$ cat src/rtl/mc_bus_pkg.sv
// Shared types and default widths for the multicast bus sender and its
// multicast_ctrl users.
package mc_bus_pkg;

   localparam int DEPTH_DEFAULT  = 4;
   localparam int TAG_W_DEFAULT  = 6;
   localparam int DATA_W_DEFAULT = 32;

   typedef struct packed {
      logic [TAG_W_DEFAULT-1:0]  tag;
      logic [DATA_W_DEFAULT-1:0] value;
   } mc_entry_t;

   typedef enum logic {
      IDLE = 1'b0,
      SEND = 1'b1
   } send_state_e;

endpackage

$ cat src/rtl/mc_sync_fifo.sv
// Synchronous FIFO with extended pointers (MSB distinguishes full from empty).
// Exposes the head and the entry behind it so the sender can issue back-to-back beats.
module mc_sync_fifo #(
   parameter int DEPTH = 4,
   parameter int WIDTH = 38
) (
   input  logic                     clk,
   input  logic                     rstn,
   input  logic                     flush_i,
   input  logic                     push_i,
   input  logic [WIDTH-1:0]         wdata_i,
   input  logic                     pop_i,
   output logic [WIDTH-1:0]         head_o,
   output logic [WIDTH-1:0]         next_o,
   output logic                     full_o,
   output logic                     empty_o,
   output logic [$clog2(DEPTH):0]   count_o
);

   localparam int AW = $clog2(DEPTH);

   logic [WIDTH-1:0] mem_q [DEPTH];
   logic [AW:0]      wr_q, wr_d;
   logic [AW:0]      rd_q, rd_d;
   logic [AW-1:0]    rdNext;
   logic             doPush;
   logic             doPop;

   assign full_o  = (wr_q[AW] != rd_q[AW]) && (wr_q[AW-1:0] == rd_q[AW-1:0]);
   assign empty_o = (wr_q == rd_q);
   assign count_o = wr_q - rd_q;
   assign doPush  = push_i && !full_o && !flush_i;
   assign doPop   = pop_i && !empty_o && !flush_i;
   assign rdNext  = rd_q[AW-1:0] + AW'(1);
   assign head_o  = mem_q[rd_q[AW-1:0]];
   assign next_o  = mem_q[rdNext];

   always_comb begin
      wr_d = wr_q;
      rd_d = rd_q;
      if (flush_i) begin
         wr_d = '0;
         rd_d = '0;
      end else begin
         if (doPush) wr_d = wr_q + (AW+1)'(1);
         if (doPop)  rd_d = rd_q + (AW+1)'(1);
      end
   end

   always_ff @(posedge clk or negedge rstn) begin
      if (!rstn) begin
         wr_q <= '0;
         rd_q <= '0;
      end else begin
         wr_q <= wr_d;
         rd_q <= rd_d;
      end
   end

   // Storage needs no reset: it is only ever read behind a valid pointer.
   always_ff @(posedge clk) begin
      if (doPush) mem_q[wr_q[AW-1:0]] <= wdata_i;
   end

endmodule

$ cat src/rtl/mc_bus_sender.sv
// Multicast bus sender: queues {tag, value} entries and issues them as bus beats.
// Optional MC_BUS_SENDER_STATS_EN adds a 16-bit beat_count output.
module mc_bus_sender
   import mc_bus_pkg::*;
#(
   parameter int DEPTH  = DEPTH_DEFAULT,
   parameter int DATA_W = DATA_W_DEFAULT,
   parameter int TAG_W  = TAG_W_DEFAULT
) (
   input  logic              clk,
   input  logic              rstn,
   input  logic              in_valid,
   output logic              in_ready,
   input  logic [TAG_W-1:0]  in_tag,
   input  logic [DATA_W-1:0] in_value,
   input  logic              flush,
   output logic [TAG_W-1:0]  Tag_to_Bus,
   output logic [DATA_W-1:0] value_to_Bus,
   output logic              Enable_to_Bus,
   input  logic              Ready_from_Bus,
   output logic              busy
`ifdef MC_BUS_SENDER_STATS_EN
   ,
   output logic [15:0]       beat_count
`endif
);

   localparam int EW = TAG_W + DATA_W;
   localparam int CW = $clog2(DEPTH) + 1;

   send_state_e       state_q, state_d;
   logic [TAG_W-1:0]  tag_q, tag_d;
   logic [DATA_W-1:0] value_q, value_d;

   logic [EW-1:0]     fifoHead;
   logic [EW-1:0]     fifoNext;
   logic              fifoFull;
   logic              fifoEmpty;
   logic [CW-1:0]     fifoCount;
   logic              pushAcc;
   logic              transfer;
   logic              moreQueued;

   assign in_ready      = !fifoFull;
   assign pushAcc       = in_valid && in_ready;
   assign Enable_to_Bus = (state_q == SEND);
   assign transfer      = Enable_to_Bus && Ready_from_Bus;
   assign moreQueued    = (fifoCount >= CW'(2));
   assign busy          = !fifoEmpty || (state_q == SEND);
   assign Tag_to_Bus    = Enable_to_Bus ? tag_q : '0;
   assign value_to_Bus  = Enable_to_Bus ? value_q : '0;

   // The beat on the bus stays at the FIFO head until it transfers, so the
   // in-flight entry still occupies a slot and in_ready reflects it.
   mc_sync_fifo #(
      .DEPTH (DEPTH),
      .WIDTH (EW)
   ) u_fifo (
      .clk     (clk),
      .rstn    (rstn),
      .flush_i (flush),
      .push_i  (pushAcc),
      .wdata_i ({in_tag, in_value}),
      .pop_i   (transfer),
      .head_o  (fifoHead),
      .next_o  (fifoNext),
      .full_o  (fifoFull),
      .empty_o (fifoEmpty),
      .count_o (fifoCount)
   );

   always_ff @(posedge clk or negedge rstn) begin
      if (!rstn) state_q <= IDLE;
      else       state_q <= state_d;
   end

   always_comb begin
      state_d = state_q;
      if (flush) begin
         state_d = IDLE;
      end else begin
         case (state_q)
            IDLE: if (!fifoEmpty || pushAcc) state_d = SEND;
            SEND: if (transfer && !moreQueued && !pushAcc) state_d = IDLE;
            default: state_d = IDLE;
         endcase
      end
   end

   // A push into an empty queue is loaded straight from the inputs to get
   // single-cycle latency; the same entry is also written into the FIFO.
   always_comb begin
      tag_d   = tag_q;
      value_d = value_q;
      if (flush) begin
         tag_d   = '0;
         value_d = '0;
      end else begin
         case (state_q)
            IDLE: begin
               if (!fifoEmpty) begin
                  {tag_d, value_d} = fifoHead;
               end else if (pushAcc) begin
                  tag_d   = in_tag;
                  value_d = in_value;
               end
            end
            SEND: begin
               if (transfer) begin
                  if (moreQueued) begin
                     {tag_d, value_d} = fifoNext;
                  end else if (pushAcc) begin
                     tag_d   = in_tag;
                     value_d = in_value;
                  end else begin
                     tag_d   = '0;
                     value_d = '0;
                  end
               end
            end
            default: begin
               tag_d   = '0;
               value_d = '0;
            end
         endcase
      end
   end

   always_ff @(posedge clk or negedge rstn) begin
      if (!rstn) begin
         tag_q   <= '0;
         value_q <= '0;
      end else begin
         tag_q   <= tag_d;
         value_q <= value_d;
      end
   end

`ifdef MC_BUS_SENDER_STATS_EN
   logic [15:0] beat_q;

   always_ff @(posedge clk or negedge rstn) begin
      if (!rstn)         beat_q <= '0;
      else if (flush)    beat_q <= '0;
      else if (transfer) beat_q <= beat_q + 16'd1;
   end

   assign beat_count = beat_q;
`endif

endmodule

$ cat config.mk
export PLATFORM = sky130hd
export DESIGN_NAME = mc_bus_sender
export DESIGN_NICKNAME = d
export VERILOG_FILES = /design/src/rtl/mc_bus_pkg.sv /design/src/rtl/mc_sync_fifo.sv /design/src/rtl/mc_bus_sender.sv
export SDC_FILE = /design/constraint.sdc
export NUM_CORES = 1
export LEC_CHECK = 0
export ABC_CLOCK_PERIOD_IN_PS = 9700
export CAP_MARGIN = 20
export CORE_MARGIN = 4
export CORE_UTILIZATION = 31
export CTS_CLUSTER_DIAMETER = 100
export DETAILED_ROUTE_END_ITERATION = 16
export MAX_ROUTING_LAYER = met4
export SETUP_SLACK_MARGIN = 0.3
export SLEW_MARGIN = 20
export SYNTH_ARGS = -nofsm -noshare
export SYNTH_HDL_FRONTEND = slang
export SYNTH_HIERARCHICAL = 1
export SYNTH_SLANG_ARGS = --single-unit
$ cat constraint.sdc
create_clock -name clk -period 9.7 [get_ports clk]
set_clock_uncertainty 0.15 [all_clocks]
set_input_delay 1.94 -clock clk [delete_from_list [all_inputs] [get_ports clk]]
set_output_delay 1.94 -clock clk [all_outputs]
set_load 0.02 [all_outputs]
==> run_results.csv, run 1 <==
group,metric,value,unit
power,p_leak,0.00385,µW
routing,wl_per_cell,22.0,µm
global_route,grt_pass1_wl,36400,µm
place,hpwl,13400,µm
layout,nets,698,
synth,yosys_warnings,6,
clock_tree,post_cts_buffers,0,
timing,slew_violations,0,
floorplan,core,30700,µm²
layout,final_common_cell,"edfxtp_1",
clock_tree,h-tree-depth,4,
routing,vias_per_cell,5.43,
timing,setup_viol,0,
routing,ant_nets,0,
timing,tns,0,ps
layout,mostFrequentLayoutCells,"edfxtp_1, clkdlybuf4s50_1, mux4_2, nand2_1, dfrtp_1",
layout,final_layout_size_suffix_gt1_frac,0.209,
routing,drt-total-wl,23200,µm
global_route,grt_pass1_vias,6181,
clock_tree,clock-root-buffer,"clkbuf_16",
clock_tree,clock_latency,430,ps
synth,synth_cells,587,
setup_path,path_max_fanout,42,
clock_tree,cts_buffers,17,
timing,min_period,5960,ps
timing,max_freq,168,MHz
timing,hold_viol,0,
clock_tree,cts_tree,"done",
floorplan,die_x,185,µm
global_route,track_usage,0.144,
place,pre_cts_ws,4140,ps
clock_tree,path_clk_slew,70,ps
setup_path,critPathRequiredTime,7610,ps
power,vdd_ir_drop_max,235,µV
routing,drcViolationCount,0,
global_route,antenna_found_initial,1,
power,power-per-cell-area,278,nW/µm²
timing,whs,341,ps
synth,syn_avg_cell_area,16.5,µm²
floorplan,rows,64,
setup_path,endpoint_kind,"output port",
routing,num_vias,5744,
timing,tightest_slew,1080,ps
floorplan,ios,84,
hold_path,min_path_type,"reg -> reg",
floorplan,floorplan.initialDensity,0.315,
clock_tree,clock-sinks,197,
setup_path,startpoint_type,"flip-flop",
clock_tree,cts_hold_buf,0,
synth,syn_area,9700,µm²
routing,detail_route.iter0.violations,549,
floorplan,die_area,34200,µm²
clock_tree,cts_buffer_depth,2,
outcome,status,"completed",
synth,synth_nets,638,
routing,firstDrtPassIters,5,
layout,area_growth,17.9,%
timing,finalWorstSetupSlack,3740,ps
place,io_buffers,83,
timing,rsz0062_at_grt,"false",
clock_tree,cts_resized,0,
setup_path,path_class,"reg -> out",
setup_path,critical_path_arrival,3870,ps
floorplan,die_h,185,µm
global_route,grt_overflow,0,
run,drv_cap,0,
global_route,grt_start_max_net_pins,77,
place,place_congestion,0.736,
timing,fin_crit_sh,0.615,
timing,maxSlewHeadroom,0.280,
[area by class of cell]
| cell class | count | area [µm²] |
|---|---|---|
| Fill cell | 2914 | 19300 |
| Sequential cell | 197 | 5700 |
| Multi-Input combinational cell | 327 | 3730 |
| Timing Repair Buffer | 95 | 936 |
| Tap cell | 396 | 495 |
| Clock buffer | 17 | 425 |
| Clock inverter | 15 | 120 |
| Inverter | 9 | 33.8 |
| Antenna cell | 1 | 2.50 |
[worst max-delay path, cell delays in order, from the launching register on]
cell,delay [ps]
dfrtp_4,1020
inv_1,150
ha_1,360
nand2_1,260
nor2b_4,170
buf_4,650
nand2b_1,190
clkdlybuf4s50_1,610
[per-layer routing]
metal	vias up	GRT usage	routed length [µm]
li1	2545	-	-
met1	3009	0.190	10400
met2	166	0.232	11400
met3	24	0.0259	1160
met4	0	0.0349	283
met5	-	-	0
[sequential cells by signal (all words and copies together), names as in the netlist]
register	cells
tag_q	6
u_fifo/wr_q	3
u_fifo/mem_q	152
Enable_to_Bus	1
u_fifo/rd_q	3
value_q	32
[power by group]
part | total, µW | internal [µW] | switching [µW] | leakage, µW
clock network | 656 | 334 | 322 | 0.000255
logic | 1360 | 642 | 718 | 0.00162
registers | 1170 | 1060 | 110 | 0.00197
total | 3180 | 2030 | 1150 | 0.00385
[worst paths after layout]
check                                from                  end  slack, ps  depth (start not counted)
max                        u_fifo/rd_q[1]                 busy       3740                          7
min                            value_q[9]           value_q[9]        340                          1
max reg2reg                u_fifo/rd_q[1]  u_fifo/mem_q[1][11]       5300                         10
min reg2reg                    value_q[9]           value_q[9]        340                          1
max in group asynchronous            rstn       u_fifo/rd_q[1]       7380                          2
min in group asynchronous            rstn           value_q[6]       1490                          2
[through the flow]
step | cells | cell area [µm²] | utilization | power [µW]
floorplan | 587 | 9700 | - | 2180
global route | 1057 | 11400 | 0.372 | 3380
finish | 1057 | 11400 | 0.372 | 3180
global placement | 1023 | 10900 | 0.353 | 2540
CTS | 1055 | 11400 | 0.371 | 3210
detailed placement | 1023 | 10900 | 0.353 | 2550
Note: power is estimated with default switching activity, not from simulation.
==> inputs of run 2 (changes only) <==
Settings changed: ABC_CLOCK_PERIOD_IN_PS 9700 to 5400.
Clock period 9.7 ns to 5.4 ns, I/O delays scaled along.
==> run 2 against run 1 <==
Compared with the run above:
- wire length fell by 0.18%
- clock power up 83%
- utilization is 0.11 points higher
- register-to-register slack lost 3500 ps
- cell count up 0.38%
- sequential share of layout area shrank 0.15 points
- flip-flop and latch count stayed put
- highest routed layer unchanged
==> run_results.csv, run 2 (synthesized netlist as in run 1, its figures left out) <==
group,metric,value,unit
floorplan,floorplan.initialDensity,0.315,
routing,wl_per_cell,21.8,µm
timing,hold_viol,0,
layout,nets,701,
setup_path,crit_top_cell,"inv_1",
timing,min_period,4020,ps
floorplan,die_h,185,µm
global_route,grt_start_max_net_pins,77,
global_route,track_usage,0.144,
layout,fin_area,11500,µm²
power,power,5750,µW
clock_tree,cts_buffer_depth,2,
place,hpwl,13600,µm
place,pre_cts_ws,1770,ps
timing,slew_violations,0,
layout,final_common_cell,"edfxtp_1",
timing,tightest_slew,978,ps
clock_tree,post_cts_buffers,0,
clock_tree,clock_latency,420,ps
outcome,status,"completed",
routing,drcViolationCount,0,
power,swShare,0.352,
layout,mostFrequentLayoutCells,"edfxtp_1, clkdlybuf4s50_1, mux4_2, nand2_1, dfrtp_1",
hold_path,min_path_type,"reg -> reg",
routing,detail_route.iter0.violations,388,
run,drv_cap,0,
layout,postLayoutCoreUtil,0.373,
power,pwr-share-clk,0.209,
timing,finalWorstSetupSlack,1380,ps
clock_tree,cts_tree,"done",
timing,setup_viol,0,
setup_path,startpoint_type,"flip-flop",
setup_path,cp_slowest_cell,"dfrtp_4",
floorplan,rows,64,
global_route,grt_pass1_vias,6129,
layout,nFillCells,2899,
layout,final_layout_size_suffix_gt1_frac,0.210,
clock_tree,cts_resized,0,
power,p_int,3730,µW
power,switching_power,2020,µW
place,io_buffers,83,
routing,firstDrtPassIters,4,
power,pwr-share-seq,0.359,
layout,largest_register_ffs,152,
setup_path,path_max_fanout,20,
routing,vias_per_cell,5.40,
layout,area_growth,18.3,%
floorplan,core,30700,µm²
timing,tns,0,ps
routing,drt-total-wl,23200,µm
routing,ant_nets,0,
clock_tree,cts_buffers,17,
power,p_leak,0.00388,µW
global_route,grt_overflow,0,
clock_tree,path_clk_slew,70,ps
timing,rsz0062_at_grt,"false",
clock_tree,cts_hold_buf,0,
timing,fin_crit_sh,0.744,
place,place_congestion,0.745,
floorplan,die_x,185,µm
setup_path,crit_chain,"ha_1, nand2_1, or2_1, inv_1, inv_1, clkdlybuf4s50_1",
power,vdd_ir_drop_max,357,µV
clock_tree,h-tree-depth,4,
global_route,grt_pass1_wl,36300,µm
power,combinationalPowerShare,0.432,
floorplan,ios,84,
setup_path,critical_path_arrival,2790,ps
routing,num_vias,5725,
global_route,antenna_found_initial,1,
timing,max_freq,249,MHz
clock_tree,clock-root-buffer,"clkbuf_16",
floorplan,die_area,34200,µm²
setup_path,endpoint_kind,"output port",
setup_path,critPathRequiredTime,4170,ps
place,place_area,10900,µm²
clock_tree,clock-sinks,197,
timing,maxSlewHeadroom,0.348,
setup_path,cp_slowest_stage_delay,610,ps
power,power-per-cell-area,501,nW/µm²
setup_path,path_class,"reg -> out",
==> run 2: cell count changes in the layout (fill, tap and decap cells not counted), sizes merged <==
cell	change
clkbuf	+4
buf	+3
diode	+1
bufinv	+1
inv	-4
clkinvlp	-3
clkinv	+2
==> run 2: final cells by class <==
cell class	count	area (µm²)	share of cell area
diodes	2	5.00	0.000436
well taps	396	495	0.0432
clock buffers	21	460	0.0401
clock inverters	11	100	0.00873
multi-input cells	327	3730	0.325
flip-flops and latches	197	5700	0.497
repair buffers	98	951	0.0829
inverters	9	33.8	0.00294
==> run 2: metrics by stage <==
stage          cells  hold WS (ps)
6_report        1061           335
3_3_place_gp    1027           322
4_1_cts         1059           341
5_1_grt         1060           354
3_5_place_dp    1027           326
2_1_floorplan    587           308
==> run 2: power by group through the flow <==
stage	sequential (µW)	clock, µW	combinational [µW]
finish	2070	1200	2480
global route	2100	1310	2700
CTS	2070	1240	2520
detailed placement	2100	0	2510
global placement	2100	0	2490
floorplan	2010	0	1910
==> run 2: routing by layer <==
layer | up-vias | global-route usage | routed length, µm
met3 | 22 | 0.0277 | 1130
met2 | 148 | 0.236 | 11500
met5 | - | - | 0
met1 | 2995 | 0.184 | 10200
li1 | 2560 | - | -
met4 | 0 | 0.0388 | 342
==> run 2: final timing paths <==
path	from	endpoint	slack [ps]	cells past startpoint
worst max-delay path	u_fifo/rd_q[0]	in_ready	1380	6
worst min-delay path	value_q[16]	value_q[16]	340	1
worst max register to register	u_fifo/rd_q[0]	u_fifo/mem_q[0][17]	1780	9
worst min register to register	value_q[16]	value_q[16]	340	1
max in group asynchronous	rstn	u_fifo/rd_q[0]	3660	2
min in group asynchronous	rstn	value_q[6]	520	1
==> run 2: critical path, delay by kind of cell, from the launching register on <==
| family | cells | cell delay, ps |
|---|---|---|
| buf+inv | 3 | 770 |
| simple gates | 2 | 620 |
| flops | 1 | 610 |
| fa+ha+maj | 1 | 380 |
==> inputs of run 3 (changes only) <==
Settings changed: ABC_CLOCK_PERIOD_IN_PS 5400 to 4050.
Clock period 5.4 ns to 4.05 ns, I/O delays scaled along.
==> run 3 against run 2 <==
Compared with the run above:
- via count shrank 1.9%
- wire length down 3.0%
- flip-flop and latch count unchanged
- clock power rose by 49%
- highest routed layer unchanged
==> run_results.csv, run 3 (synthesized netlist as in run 1, its figures left out) <==
group,metric,value,unit
outcome,status,"completed",
layout,mostFrequentLayoutCells,"edfxtp_1, clkdlybuf4s50_1, mux4_2, nand2_1, dfrtp_1",
floorplan,die_h,185,µm
layout,nets,713,
global_route,grt_start_max_net_pins,77,
place,io_buffers,83,
clock_tree,cts_buffer_depth,2,
layout,final_layout_size_suffix_gt1_frac,0.224,
global_route,grt_pass1_wl,34600,µm
routing,drt-total-wl,22500,µm
routing,vias_per_cell,5.23,
place,hpwl,14100,µm
timing,finalWorstSetupSlack,660,ps
place,pre_cts_ws,916,ps
clock_tree,cts_resized,0,
routing,drcViolationCount,0,
setup_path,critical_path_arrival,2430,ps
timing,fin_crit_sh,0.837,
global_route,grtUsageMet2,0.239,
clock_tree,cts_tree,"done",
setup_path,critPathRequiredTime,3090,ps
global_route,grt_pass1_vias,5827,
floorplan,ios,84,
setup_path,crit_chain,"inv_1, ha_1, nand2_1, buf_4, nor2b_4, nand2b_1, clkdlybuf4s50_1",
routing,detail_route.iter0.violations,380,
timing,tns,0,ps
clock_tree,post_cts_buffers,0,
setup_path,cp_slowest_cell,"clkdlybuf4s50_1",
setup_path,path_max_fanout,10,
routing,ant_nets,0,
global_route,track_usage,0.137,
setup_path,critPathTopFamily,"buffers and inverters",
timing,setup_viol,0,
setup_path,endpoint_kind,"output port",
layout,largest_register_ffs,152,
routing,firstDrtPassIters,5,
hold_path,min_path_type,"in -> async",
power,p_leak,0.00398,µW
clock_tree,clock_latency,420,ps
timing,min_period,3390,ps
global_route,grt_overflow,0,
global_route,grtUsageMet3,0.0283,
power,vdd_ir_drop_max,477,µV
floorplan,die_x,185,µm
layout,final_common_cell,"edfxtp_1",
setup_path,path_class,"reg -> out",
timing,maxSlewHeadroom,0.258,
run,drv_cap,0,
clock_tree,cts_buffers,17,
routing,num_vias,5616,
power,power-per-cell-area,677,nW/µm²
clock_tree,h-tree-depth,4,
floorplan,floorplan.initialDensity,0.315,
clock_tree,path_clk_slew,70,ps
floorplan,core,30700,µm²
routing,wl_per_cell,21.0,µm
clock_tree,cts_hold_buf,0,
floorplan,die_area,34200,µm²
layout,area_growth,19.9,%
timing,max_freq,295,MHz
global_route,antenna_found_initial,2,
timing,hold_viol,0,
setup_path,rrSetupSlack,1040,ps
place,place_congestion,0.777,
setup_path,path_buf_inv,3,
clock_tree,clock-sinks,197,
timing,tightest_slew,1110,ps
setup_path,cp_slowest_stage_delay,640,ps
global_route,gr-max-usage-layer,"met2",
timing,slew_violations,0,
floorplan,rows,64,
setup_path,startpoint_type,"flip-flop",
timing,rsz0062_at_grt,"false",
clock_tree,clock-root-buffer,"clkbuf_16",
global_route,grtUsageMet1,0.164,
run 3: layout make-up:
type | count | area, µm²
Antenna cell | 2 | 5.00
Clock buffer | 17 | 425
Clock inverter | 15 | 198
Fill cell | 2893 | 19100
Inverter | 9 | 33.8
Multi-Input combinational cell | 327 | 3730
Sequential cell | 197 | 5700
Tap cell | 396 | 495
Timing Repair Buffer | 110 | 1050
run 3: per-stage QoR:
stage               cells  instance area [µm²]  utilization  power [µW]  hold slack (ps)
CTS                  1071                11600        0.378        7980              306
finish               1073                11600        0.378        7880              304
detailed placement   1039                11000        0.358        6180              327
global placement     1038                11000        0.357        6090              317
global route         1073                11600        0.378        8310              333
floorplan             587                 9710            -        5220              308
run 3: report_power, final:
| group | leakage [µW] | switching, µW | total [µW] | internal, µW |
|---|---|---|---|---|
| logic | 0.00170 | 1780 | 3370 | 1600 |
| clock network | 0.000310 | 748 | 1790 | 1040 |
| registers | 0.00197 | 177 | 2710 | 2530 |
| total | 0.00398 | 2700 | 7880 | 5170 |
run 3: per-layer routing:
| metal | share of wire | routed length, µm |
|---|---|---|
| met2 | 0.53 | 11800 |
| met3 | 0.060 | 1340 |
| met1 | 0.40 | 9100 |
| met4 | 0.0087 | 196 |
| met5 | 0 | 0 |
run 3: final timing paths:
kind,cells after the start,endpoint,from
worst max-delay path,7,busy,u_fifo/wr_q[0]
max in group asynchronous,2,value_q[20],rstn
worst max register to register,5,value_q[31],u_fifo/rd_q[0]
min in group clk,1,value_q[23],value_q[23]
worst min-delay path,1,value_q[2],rstn
worst min register to register,1,value_q[23],value_q[23]
